==> src/rtl/writeback_buffer.sv <==
// Purpose : small in-order write-back FIFO between a result producer and a
//           single register-file write port, with optional read forwarding.
// Latency : 1 cycle from acceptance to write strobe. Drains one entry per cycle.
// Backpr. : in_ready drops only when all DEPTH entries are occupied. stall
//           freezes the drain side, and the enqueue side keeps filling.
//
// Ports
//   clk, rst                 clock (rising edge), async active-high reset
//   in_valid/in_ready        producer handshake; in_reg/in_data = offered result
//   stall                    register-file write port busy; no drain this cycle
//   write/wreg/wd            register-file write strobe, index and data (head entry)
//   rreg1/rreg2              read indices being issued this cycle
//   fwd1_hit/fwd1_data,
//   fwd2_hit/fwd2_data       youngest pending value for rreg1/rreg2 (0 when none)
//   count                    number of occupied entries
//
// Build option: define WB_BYPASS_EN to enable the forwarding search. Without
// it, the fwd* outputs are tied to zero and the search logic is not built.

module writeback_buffer #(
  parameter int WIDTH = 16,
  parameter int DEPTH = 4
) (
  input  logic                     clk,
  input  logic                     rst,
  input  logic                     in_valid,
  output logic                     in_ready,
  input  logic [2:0]               in_reg,
  input  logic [WIDTH-1:0]         in_data,
  input  logic                     stall,
  output logic                     write,
  output logic [2:0]               wreg,
  output logic [WIDTH-1:0]         wd,
  input  logic [2:0]               rreg1,
  input  logic [2:0]               rreg2,
  output logic                     fwd1_hit,
  output logic                     fwd2_hit,
  output logic [WIDTH-1:0]         fwd1_data,
  output logic [WIDTH-1:0]         fwd2_data,
  output logic [$clog2(DEPTH):0]   count
);

  localparam int AW = $clog2(DEPTH);
  localparam int CW = AW + 1;

  // Entry storage. It is not reset, because occupancy is tracked by the pointers and count.
  logic [2:0]       r_reg_mem  [DEPTH];
  logic [WIDTH-1:0] r_data_mem [DEPTH];

  logic [AW-1:0]    r_head;
  logic [AW-1:0]    r_tail;
  logic [CW-1:0]    r_count;

  logic             w_ready;
  logic             w_write;
  logic             w_enq;
  logic             w_deq;

  // Handshake and drain strobes depend only on registered state and stall.
  // No path exists from the in_* inputs to write.
  assign w_ready = (r_count != CW'(DEPTH));
  assign w_write = (r_count != '0) && !stall;
  assign w_enq   = in_valid && w_ready;
  assign w_deq   = w_write;

  assign in_ready = w_ready;
  assign write    = w_write;
  assign wreg     = r_reg_mem[r_head];
  assign wd       = r_data_mem[r_head];
  assign count    = r_count;

  // Pointer and occupancy-count control. Pointers wrap naturally because DEPTH is a power of two.
  always_ff @(posedge clk or posedge rst) begin
    if (rst) begin
      r_head  <= '0;
      r_tail  <= '0;
      r_count <= '0;
    end else begin
      if (w_enq) begin
        r_tail <= r_tail + AW'(1);
      end
      if (w_deq) begin
        r_head <= r_head + AW'(1);
      end
      case ({w_enq, w_deq})
        2'b10:   r_count <= r_count + CW'(1);
        2'b01:   r_count <= r_count - CW'(1);
        default: r_count <= r_count;
      endcase
    end
  end

  // Entry write port. Writes occur only on accepted results.
  always_ff @(posedge clk) begin
    if (w_enq) begin
      r_reg_mem[r_tail]  <= in_reg;
      r_data_mem[r_tail] <= in_data;
    end
  end

`ifdef WB_BYPASS_EN
  // Per-entry occupied flags let the search ignore stale slots without
  // doing a pointer-range compare on every entry.
  logic [DEPTH-1:0] r_occ;
  logic [AW-1:0]    w_idx;
  logic             w_hit1;
  logic             w_hit2;
  logic [WIDTH-1:0] w_dat1;
  logic [WIDTH-1:0] w_dat2;

  always_ff @(posedge clk or posedge rst) begin
    if (rst) begin
      r_occ <= '0;
    end else begin
      // The head and tail can coincide on the same edge only when the buffer is empty
      // or full. In those cases only one of w_deq/w_enq is high, so the order here is safe.
      if (w_deq) begin
        r_occ[r_head] <= 1'b0;
      end
      if (w_enq) begin
        r_occ[r_tail] <= 1'b1;
      end
    end
  end

  // The loop walks from the oldest entry to the youngest, so a later match overrides an earlier one.
  // The head entry stays visible even when it drains this cycle. A result
  // offered on in_* this cycle is not yet stored, so the search never sees it.
  always_comb begin
    w_idx  = '0;
    w_hit1 = 1'b0;
    w_hit2 = 1'b0;
    w_dat1 = '0;
    w_dat2 = '0;
    for (int k = 0; k < DEPTH; k++) begin
      w_idx = r_head + AW'(k);
      if (r_occ[w_idx] && (r_reg_mem[w_idx] == rreg1)) begin
        w_hit1 = 1'b1;
        w_dat1 = r_data_mem[w_idx];
      end
      if (r_occ[w_idx] && (r_reg_mem[w_idx] == rreg2)) begin
        w_hit2 = 1'b1;
        w_dat2 = r_data_mem[w_idx];
      end
    end
  end

  assign fwd1_hit  = w_hit1;
  assign fwd2_hit  = w_hit2;
  assign fwd1_data = w_dat1;
  assign fwd2_data = w_dat2;
`else
  // Forwarding is not built. The read indices are intentionally unused.
  logic w_unused_rd;
  assign w_unused_rd = ^{rreg1, rreg2};

  assign fwd1_hit  = 1'b0;
  assign fwd2_hit  = 1'b0;
  assign fwd1_data = '0;
  assign fwd2_data = '0;
`endif

endmodule

==> config.mk <==
export PLATFORM = sky130hd
export DESIGN_NAME = writeback_buffer
export DESIGN_NICKNAME = d
export VERILOG_FILES = /design/src/rtl/writeback_buffer.sv
export SDC_FILE = /design/constraint.sdc
export NUM_CORES = 1
export LEC_CHECK = 0
export CAP_MARGIN = 20
export CORE_UTILIZATION = 50
export DETAILED_ROUTE_END_ITERATION = 8
export GPL_TIMING_DRIVEN = 0
export PLACE_DENSITY = 0.81
export SETUP_SLACK_MARGIN = 0.4
export SLEW_MARGIN = 20
export SYNTH_ARGS = -nofsm -noshare
export SYNTH_HDL_FRONTEND = slang
export SYNTH_SLANG_ARGS = --single-unit
==> constraint.sdc <==
create_clock -name clk -period 3.6 [get_ports clk]
set_clock_uncertainty 0.1 [all_clocks]
set_input_delay 0.9 -clock clk [delete_from_list [all_inputs] [get_ports clk]]
set_output_delay 0.9 -clock clk [all_outputs]
set_load 0.01 [all_outputs]
Word level (Yosys, flattened, before mapping)
Memory sizes are Yosys's and may differ from the RTL's.
Index checks and enable logic that the tools add are counted.

word-level totals
  output and inout bits = 58
  memories kept = 2
  input port bits = 29
  register bits after elaboration = 7
  memory bits (writable) = 76
  logic and storage cells = 20

memories
  memory      depth  bits a word  read ports  clocked after memory_dff  write ports  line  RTL
  r_data_mem  4      16           1           0                         1            48    logic [WIDTH-1:0] r_data_mem [DEPTH];
  r_reg_mem   4      3            1           0                         1            47    logic [2:0] r_reg_mem [DEPTH];

cells by class
  muxes and demuxes = 3
  add/sub/neg operators = 4
  reduce and logical (&&, ||, !) cells = 5
  equal/unequal tests = 3

operators with widths
  kind                                                                    count
  3-bit one-hot mux with 2 select lines                                   1
  2-bit by 1-bit adder with 2-bit output (second input constant)          2
  3-bit by 1-bit adder with 3-bit output (second input constant)          1
  3-bit inequality test (second input constant)                           1
  3-bit nonzero test                                                      1
  3-bit by 1-bit subtractor with 3-bit output (second input constant)     1
  2-bit by 1-bit equality test with 1-bit output (second input constant)  1
  2-bit equality test (second input constant)                             1
  1-bit logical AND                                                       2
  1-bit two-way mux                                                       2
  2-bit nonzero test                                                      1
  1-bit zero test                                                         1

Longest topological paths before layout
Gate-level depths: netlist of run 1.

  word-level depth = 4
  depth in mapped cells = 9
  depth with buffers taken out = 9

Worst setup path before layout of run 1
No wires, ideal clock.

  path type = input to register
  start = in stall
  end = reg r_count[2] (netlist: count[2])
  cell stages on the path = 7
  arrival time = 2.199 ns
  setup slack = 1.221 ns
  path buffers = 0
  library setup time = 0.079 ns
  data required time = 3.421 ns
  path through = nor2_1 -> ha_1 -> inv_1 -> fa_1 -> xor2_1 -> nor2_1 -> xor2_1

between the ends
  cells in the longest elaborated chain, start to end = 4
  elaborated cells on any way between the ends = 6
  classes of those cells = 2 x eq/ne; 1 x mux; 3 x reduce/logical

RTL lines
  element                                                                                       line  RTL
  start: declaration                                                                            30    input logic stall,
  1-bit zero test *                                                                             62    assign w_write = (r_count != '0) && !stall;
  1-bit logical AND *                                                                           62
  2-bit by 1-bit equality test with 1-bit output / 2-bit equality test (equally long branches)  85    case ({w_enq, w_deq})
  3-bit one-hot mux with 2 select lines / 2-bit nonzero test (equally long branches)            -
  end signal: assignment                                                                        86    2'b10: r_count <= r_count + CW'(1);
  end signal: assignment                                                                        87    2'b01: r_count <= r_count - CW'(1);
  end signal: assignment                                                                        88    default: r_count <= r_count;
  end: declaration                                                                              52    logic [CW-1:0] r_count;

Every way passes the cells marked *; elsewhere a longest branch is shown, timed or not.
A chain may end at the register's enable or synchronous reset.

Worst setup path in the final report of run 1
  start = in stall
  end = out write

between the ends
  cells in the longest elaborated chain, start to end = 2

RTL lines
  element            line  RTL
  1-bit zero test    62
  1-bit logical AND  62
  end: declaration   31    output logic write,

Every way passes these cells.

==> PnR_summary.wiki, run 1 <==
{| class="wikitable"
! Metric !! Value
|-
| Outcome || finished clean
|-
| Via count || approximately 1600
|-
| Final Cycle Share || 0.869
|-
| Req. time, crit path || ~2.6 ns
|-
| Fill cell count || 450
|-
| Number of H-tree branching levels || 3
|-
| Gate Count Post-Synth || ~170
|-
| Nets@finish || slightly below 300
|-
| Inserted Clock Buffers || 9
|-
| Class of the most critical hold timing path || reg -> reg
|-
| Floorplan die area || a little over 7000 um^2
|-
| Relative slew margins || 0.585
|-
| Final standard cell count with taps included and fillers excluded || ~340
|-
| Pin count of the biggest net entering global routing || 20
|-
| Kind of critical path || in -> out
|-
| Area leader, netlist || sky130_fd_sc_hd__edfxtp_1
|-
| Logic pwr share || 0.374
|-
| Leak Pwr || between 1.5 and 2 nW
|-
| Clock latency on the worst-skew pair || between 0.3 and 0.4 ns
|-
| Number of antenna violations at the first check in global routing || 0
|-
| Multi-input combinational cell area || 788 um^2
|-
| CTS Root Cell || sky130_fd_sc_hd__clkbuf_8
|-
| Fraction of final layout cells with drive strength greater than 1 || 0.282
|-
| Post-DR wirelength/cell || 15.3 um
|-
| Top cell type's share of synthesized area || 0.668
|-
| Netlist area before placement || between 3000 and 4000 um^2
|-
| Fin Setup TNS || 0 ns
|-
| Number of unique standard cell types used by synthesis || 20
|-
| Min-Delay Path Depth || 1
|-
| Wire length of the first global-routing pass || 7940 um
|-
| Placer congestion estimate || about 0.65
|-
| Number of search-and-repair iterations in the first detailed-routing pass || 6
|-
| Max-Cap Viols || 0
|-
| Ports || just under 90
|-
| Sinks on Clock Net || between 80 and 90
|-
| Number of hold buffers added after cts || 0
|-
| IO Port Bufs || 46
|-
| Maximum buffer depth of the clock tree || 2
|-
| Die W || roughly 85 um
|-
| Overall fraction of global-route tracks in use || 0.155
|-
| FF+latch area || around 2500 um^2
|-
| Antenna cell count || 0
|-
| Fmax achieved || 320 MHz
|-
| Power density over cell area || 733 nW/um^2
|-
| Half-perimeter wire length after placement || about 3500 um
|-
| Core Area || ~6500 um^2
|-
| Switching Fraction || 0.283
|-
| Min-Delay Startpoint || count[2]
|-
| Maximum ir drop on the vdd rail || ~0.54 mV
|-
| Launching point of the worst reg2reg path || count[0]
|-
| Internal || approximately 2.3 mW
|-
| Power dissipated by switching net loads || between 800 and 900 uW
|-
| Fin crit period || 3.13 ns
|-
| Number of hold-slack violations in the final timing report || 0
|-
| Clk slew on worst S/H paths || ~0.070 ns
|-
| Effective utilization at floorplan || 0.529
|-
| Max-slew violation count || 0
|-
| Origin of the worst setup path || stall
|-
| Vias in the first global route || around 1500
|-
| Average footprint of a synthesized cell || between 15 and 20 um^2
|-
| Largest cells by area after synthesis || sky130_fd_sc_hd__edfxtp_1 (67%), sky130_fd_sc_hd__mux4_2 (13%), sky130_fd_sc_hd__buf_4 (7.5%), sky130_fd_sc_hd__dfrtp_1 (5.1%), sky130_fd_sc_hd__ha_1 (1.8%)
|-
| Crit path arrival time || 2.13 ns
|-
| Initial DRC Count || 68
|-
| Unrepaired setup endpoints after global routing || no
|-
| Top fanout value on the critical path || 3
|-
| Synthesis-to-finish area growth || 25.3%
|-
| Endpoints failing setup || 0
|-
| Clock tree from TritonCTS || yes
|-
| Launching element type of the critical path || primary input
|-
| Number of cells after detailed placement || 328
|-
| Chip Height || 84.7 um
|-
| Yosys warning total || 0
|-
| DRC violation count after routing || 0
|-
| Number of nets with antenna violations after routing || 0
|-
| Clock share of power || 0.192
|-
| Sequential-to-total area share from yosys stat || 0.719
|-
| Sequential share of power || 0.434
|-
| Grt total ovfl || 0
|-
| Worst Reg2Reg Path Length in Cells || 9
|-
| Worst setup EP type || output port
|-
| Worst slew pin tran || between 0.6 and 0.7 ns
|-
| Detailed-route vias per instance || approximately 4.7
|-
| Rows || 29
|-
| Post-synthesis register bit count || 83
|-
| Wire length after detailed routing || around 5200 um
|}
[cell usage in the layout, fill, tap and decap left out]
master,n
sky130_fd_sc_hd__and2_4,1
sky130_fd_sc_hd__and3_2,4
sky130_fd_sc_hd__buf_4,34
sky130_fd_sc_hd__bufinv_16,1
sky130_fd_sc_hd__clkbuf_1,3
sky130_fd_sc_hd__clkbuf_2,1
sky130_fd_sc_hd__clkbuf_4,2
sky130_fd_sc_hd__clkbuf_8,9
sky130_fd_sc_hd__clkdlybuf4s50_1,46
sky130_fd_sc_hd__clkinv_1,2
sky130_fd_sc_hd__clkinv_2,1
sky130_fd_sc_hd__conb_1,34
sky130_fd_sc_hd__dfrtp_1,7
sky130_fd_sc_hd__edfxtp_1,76
sky130_fd_sc_hd__fa_1,1
sky130_fd_sc_hd__ha_1,5
sky130_fd_sc_hd__inv_1,7
sky130_fd_sc_hd__mux2_4,1
sky130_fd_sc_hd__mux2i_1,1
sky130_fd_sc_hd__mux4_2,19
sky130_fd_sc_hd__nor2_1,1
sky130_fd_sc_hd__nor2_2,1
sky130_fd_sc_hd__nor3_1,1
sky130_fd_sc_hd__nor3b_1,1
sky130_fd_sc_hd__or3b_4,1
sky130_fd_sc_hd__xnor2_1,2
sky130_fd_sc_hd__xor2_1,4
[path summary, 6_finish.rpt]
path                                   to  slack (ns)
max in group asynchronous       r_head[1]        2.49
worst max register to register   count[2]        1.27
min in group asynchronous       r_tail[1]        0.69
worst min-delay path             count[2]        0.42
worst max-delay path                write        0.47
worst min register to register   count[2]        0.42
[worst max-delay path: stages]
cell and delay, ns:
sky130_fd_sc_hd__clkdlybuf4s50_1 0.45, sky130_fd_sc_hd__nor2_2 0.21, sky130_fd_sc_hd__clkdlybuf4s50_1 0.57
[registers in the layout, summed over array words and instances, names as in the netlist]
name / flops
r_tail: 2
count: 3
r_head: 2
r_reg_mem: 12
r_data_mem: 64
[cell type report]
class / count / share of cell area
repair buffers: 46 / 0.108
clock buffers: 11 / 0.0307
plain buffers: 38 / 0.0652
multi-input cells: 77 / 0.184
well taps: 77 / 0.0225
inverters: 7 / 0.00614
clock inverters: 4 / 0.00994
flip-flops and latches: 83 / 0.574
[power groups by stage]
stage	Sequential (mW)	Combinational [mW]	Clock, mW
finish	1.36	1.17	0.601
detailed placement	1.38	1.19	0
CTS	1.36	1.19	0.609
global route	1.38	1.26	0.641
global placement	1.37	1.16	0
floorplan	1.37	0.691	0
[per-stage QoR]
stage                     setup slack (ns)  cell area, um^2  hold slack, ns  power, mW  utilization
after floorplan                       1.22             3540           0.434       2.06            -
after global placement               0.408             4100           0.401       2.53        0.635
after detailed placement             0.417             4100           0.404       2.57        0.635
after CTS                            0.406             4270           0.417       3.16        0.662
after global routing                 0.406             4280           0.425       3.28        0.663
final                                0.471             4280           0.420       3.14        0.663
[layer usage]
metal,vias up,global-route usage,part of all wire
met5,-,0,0
met3,8,0.0433,0.047
met4,0,0.0832,0.018
met2,58,0.259,0.53
met1,783,0.184,0.41
li1,772,-,-
[cell usage after synthesis]
library cell               instances
sky130_fd_sc_hd__buf_4            34
sky130_fd_sc_hd__ha_1              5
sky130_fd_sc_hd__mux2_4            1
sky130_fd_sc_hd__and2_4            1
sky130_fd_sc_hd__inv_1             7
sky130_fd_sc_hd__nor3_1            1
sky130_fd_sc_hd__nor2_1            2
sky130_fd_sc_hd__dfrtp_1           7
sky130_fd_sc_hd__and3_2            4
sky130_fd_sc_hd__clkbuf_1          2
sky130_fd_sc_hd__or3b_4            1
sky130_fd_sc_hd__xor2_1            4
sky130_fd_sc_hd__nor3b_1           1
sky130_fd_sc_hd__edfxtp_1         76
sky130_fd_sc_hd__buf_2             2
sky130_fd_sc_hd__fa_1              1
sky130_fd_sc_hd__mux4_2           19
sky130_fd_sc_hd__mux2i_1           1
sky130_fd_sc_hd__xnor2_1           2
sky130_fd_sc_hd__conb_1            1
[kinds of logic (layout without fill, tap and decap cells)]
logic type,count (synthesis),count (layout),synth area share
adder cells (fa/ha/maj),6,6,0.0242
buffers and inverters,45,106,0.0875
AND/OR/NAND/NOR,10,10,0.0205
other,1,34,0.00110
flip-flops,83,83,0.719
XOR/XNOR,6,6,0.0154
multiplexers,21,21,0.133
[repair_timing]
item | 4_1_cts | 5_1_grt
buffers inserted | 0 | 0
gates resized for setup | 0 | 5
setup endpoints to repair | 0 | 18
Power figures use the tool's default switching activity.
==> run 2, diff against run 1 <==
--- a/config.mk
+++ b/config.mk
@@ -9,6 +9,8 @@
 export CORE_UTILIZATION = 50
 export DETAILED_ROUTE_END_ITERATION = 8
 export GPL_TIMING_DRIVEN = 0
+export HOLD_SLACK_MARGIN = 0.02
+export MAX_ROUTING_LAYER = met4
 export PLACE_DENSITY = 0.81
 export SETUP_SLACK_MARGIN = 0.4
 export SLEW_MARGIN = 20
==> PnR_summary.wiki, run 2 (synthesis gave the netlist of run 1 again) <==
{| class="wikitable"
! Metric !! Value
|-
| Outcome || finished clean (unchanged)
|-
| Kind of cell adding the most delay to the critical path || buffers and inverters (unchanged)
|-
| Fmax achieved || 320 MHz (about the same)
|-
| Number of search-and-repair iterations in the first detailed-routing pass || 6 (unchanged)
|-
| Endpoints failing setup || 0 (unchanged)
|-
| Top fanout value on the critical path || 3 (unchanged)
|-
| Min-Delay Startpoint || count[2] (unchanged)
|-
| Initial DRC Count || 74 (was 68)
|-
| Unrepaired setup endpoints after global routing || no (unchanged)
|-
| Req. time, crit path || 2.60 ns (about the same)
|-
| Number of H-tree branching levels || 3 (unchanged)
|-
| Overall fraction of global-route tracks in use || 0.160 (was 0.155)
|-
| Number of flip-flops in the largest register || 64 (unchanged)
|-
| Grt total ovfl || 0 (unchanged)
|-
| Die W || 84.7 um (unchanged)
|-
| Class of the most critical hold timing path || reg -> reg (unchanged)
|-
| Antenna cell count || 0 (unchanged)
|-
| Synthesis-to-finish area growth || 25.3% (unchanged)
|-
| Floorplan die area || 7170 um^2 (unchanged)
|-
| Origin of the worst setup path || stall (unchanged)
|-
| Launching point of the worst reg2reg path || count[0] (unchanged)
|-
| Nets@finish || 297 (unchanged)
|-
| Sinks on Clock Net || 83 (unchanged)
|-
| Gates resized, CTS repair || 0 (unchanged)
|-
| Kind of critical path || in -> out (unchanged)
|-
| Worst stage delay on the critical path || 0.57 ns (about the same)
|-
| Via count || 1612 (was 1621)
|-
| Number of hold-slack violations in the final timing report || 0 (unchanged)
|-
| Chip Height || 84.7 um (unchanged)
|-
| Rows || 29 (unchanged)
|-
| Number of hold buffers added after cts || 0 (unchanged)
|-
| Setup bufs post-CTS || 0 (unchanged)
|-
| Max-Cap Viols || 0 (unchanged)
|-
| Detailed-route vias per instance || 4.70 (was 4.73)
|-
| Core Area || 6460 um^2 (unchanged)
|-
| Register containing the most flip-flops in the final layout || r_data_mem (unchanged)
|-
| Pre-CTS setup slack || 0.417 ns (unchanged)
|-
| Fin Setup TNS || 0 ns (unchanged)
|-
| Worst Reg2Reg Path Length in Cells || 9 (unchanged)
|-
| Number of antenna violations at the first check in global routing || 0 (unchanged)
|-
| Leak Pwr || 1.63 nW (unchanged)
|-
| Worst Setup Slack, final || 0.474 ns (was 0.471 ns)
|-
| Half-perimeter wire length after placement || 3460 um (unchanged)
|-
| Worst setup EP type || output port (unchanged)
|-
| Clk slew on worst S/H paths || 0.07 ns (about the same)
|-
| Wire length after detailed routing || 5230 um (was 5240 um)
|-
| Maximum ir drop on the vdd rail || 0.541 mV (was 0.542 mV)
|-
| Clock tree from TritonCTS || yes (unchanged)
|-
| Register-to-register setup slack || 1.27 ns (about the same)
|-
| Inserted Clock Buffers || 9 (unchanged)
|-
| Worst slew pin tran || 0.622 ns (was 0.623 ns)
|-
| Hold EP || count[2] (unchanged)
|-
| WP buf/inv || 2 (unchanged)
|-
| Maximum buffer depth of the clock tree || 2 (unchanged)
|-
| Fraction of final layout cells with drive strength greater than 1 || 0.282 (unchanged)
|-
| Post-DR wirelength/cell || 15.2 um (was 15.3 um)
|-
| Clock latency on the worst-skew pair || 0.33 ns (about the same)
|-
| Critical path's slowest cell || sky130_fd_sc_hd__clkdlybuf4s50_1 (unchanged)
|-
| FF-to-FF End || count[2] (unchanged)
|-
| Most common cell after layout, fill and taps aside || sky130_fd_sc_hd__edfxtp_1 (unchanged)
|-
| Max-slew violation count || 0 (unchanged)
|-
| Chain of cells forming the critical path || clkdlybuf4s50_1 -> nor2_2 -> clkdlybuf4s50_1 (unchanged)
|-
| Number of nets with antenna violations after routing || 0 (unchanged)
|-
| Effective utilization at floorplan || 0.529 (unchanged)
|-
| Pin count of the biggest net entering global routing || 20 (unchanged)
|-
| Min-Delay Path Depth || 1 (unchanged)
|-
| Crit path arrival time || 2.13 ns (about the same)
|-
| CTS Root Cell || sky130_fd_sc_hd__clkbuf_8 (unchanged)
|-
| Final Cycle Share || 0.868 (was 0.869)
|-
| Fill cell count || 450 (unchanged)
|-
| Relative slew margins || 0.585 (about the same)
|-
| Ports || 87 (unchanged)
|-
| Launching element type of the critical path || primary input (unchanged)
|-
| Vias in the first global route || 1557 (was 1549)
|-
| Fin crit period || 3.13 ns (about the same)
|-
| Wire length of the first global-routing pass || 7940 um (unchanged)
|-
| CP dominant cell by count || sky130_fd_sc_hd__clkdlybuf4s50_1 (unchanged)
|-
| Commonest cells after routing, fill and taps aside || sky130_fd_sc_hd__edfxtp_1 (76), sky130_fd_sc_hd__clkdlybuf4s50_1 (46), sky130_fd_sc_hd__buf_4 (34), sky130_fd_sc_hd__conb_1 (34), sky130_fd_sc_hd__mux4_2 (19) (unchanged)
|-
| IO Port Bufs || 46 (unchanged)
|-
| Placer congestion estimate || 0.657 (was 0.651)
|-
| DRC violation count after routing || 0 (unchanged)
|-
| Power density over cell area || 733 nW/um^2 (about the same)
|}
[run 2: stage by stage]
stage                     instance area [um^2]  power, mW  utilization  hold slack [ns]  std cells
after floorplan                           3540       2.06            -            0.434        205
after global placement                    4100       2.53        0.635            0.401        328
after detailed placement                  4100       2.57        0.635            0.404        328
after CTS                                 4270       3.16        0.662            0.417        343
after global routing                      4280       3.28        0.663            0.425        343
final                                     4280       3.14        0.663            0.420        343
[run 2: per-layer routing]
metal  GRT usage  wire length, um
met5           -                0
met4      0.0832               97
met3      0.0423              238
met2       0.259             2750
met1       0.185             2150
[run 2: power by group]
part	internal, mW	total (mW)	switching [mW]
logic	0.653	1.17	0.522
registers	1.29	1.36	0.0740
clock network	0.312	0.601	0.289
[run 2: worst max-delay path by stage]
stage / end / slack (ns) / cells past startpoint
6_report: write / 0.47 / 3
5_1_grt: wreg[2] / 0.41 / 3
4_1_cts: write / 0.41 / 3
3_5_place_dp: write / 0.42 / 3
3_3_place_gp: write / 0.41 / 3
2_1_floorplan: count[2] / 1.22 / 7
[run 2: cell type report]
class,count,area (um^2),area share
sequential,83,2460,0.574
inverter,7,26.3,0.00614
clock buffer,11,131,0.0307
clock inverter,4,42.5,0.00994
buffer,38,279,0.0652
timing repair buffer,46,460,0.108
tap,77,96.3,0.0225
multi-input combinational,77,788,0.184
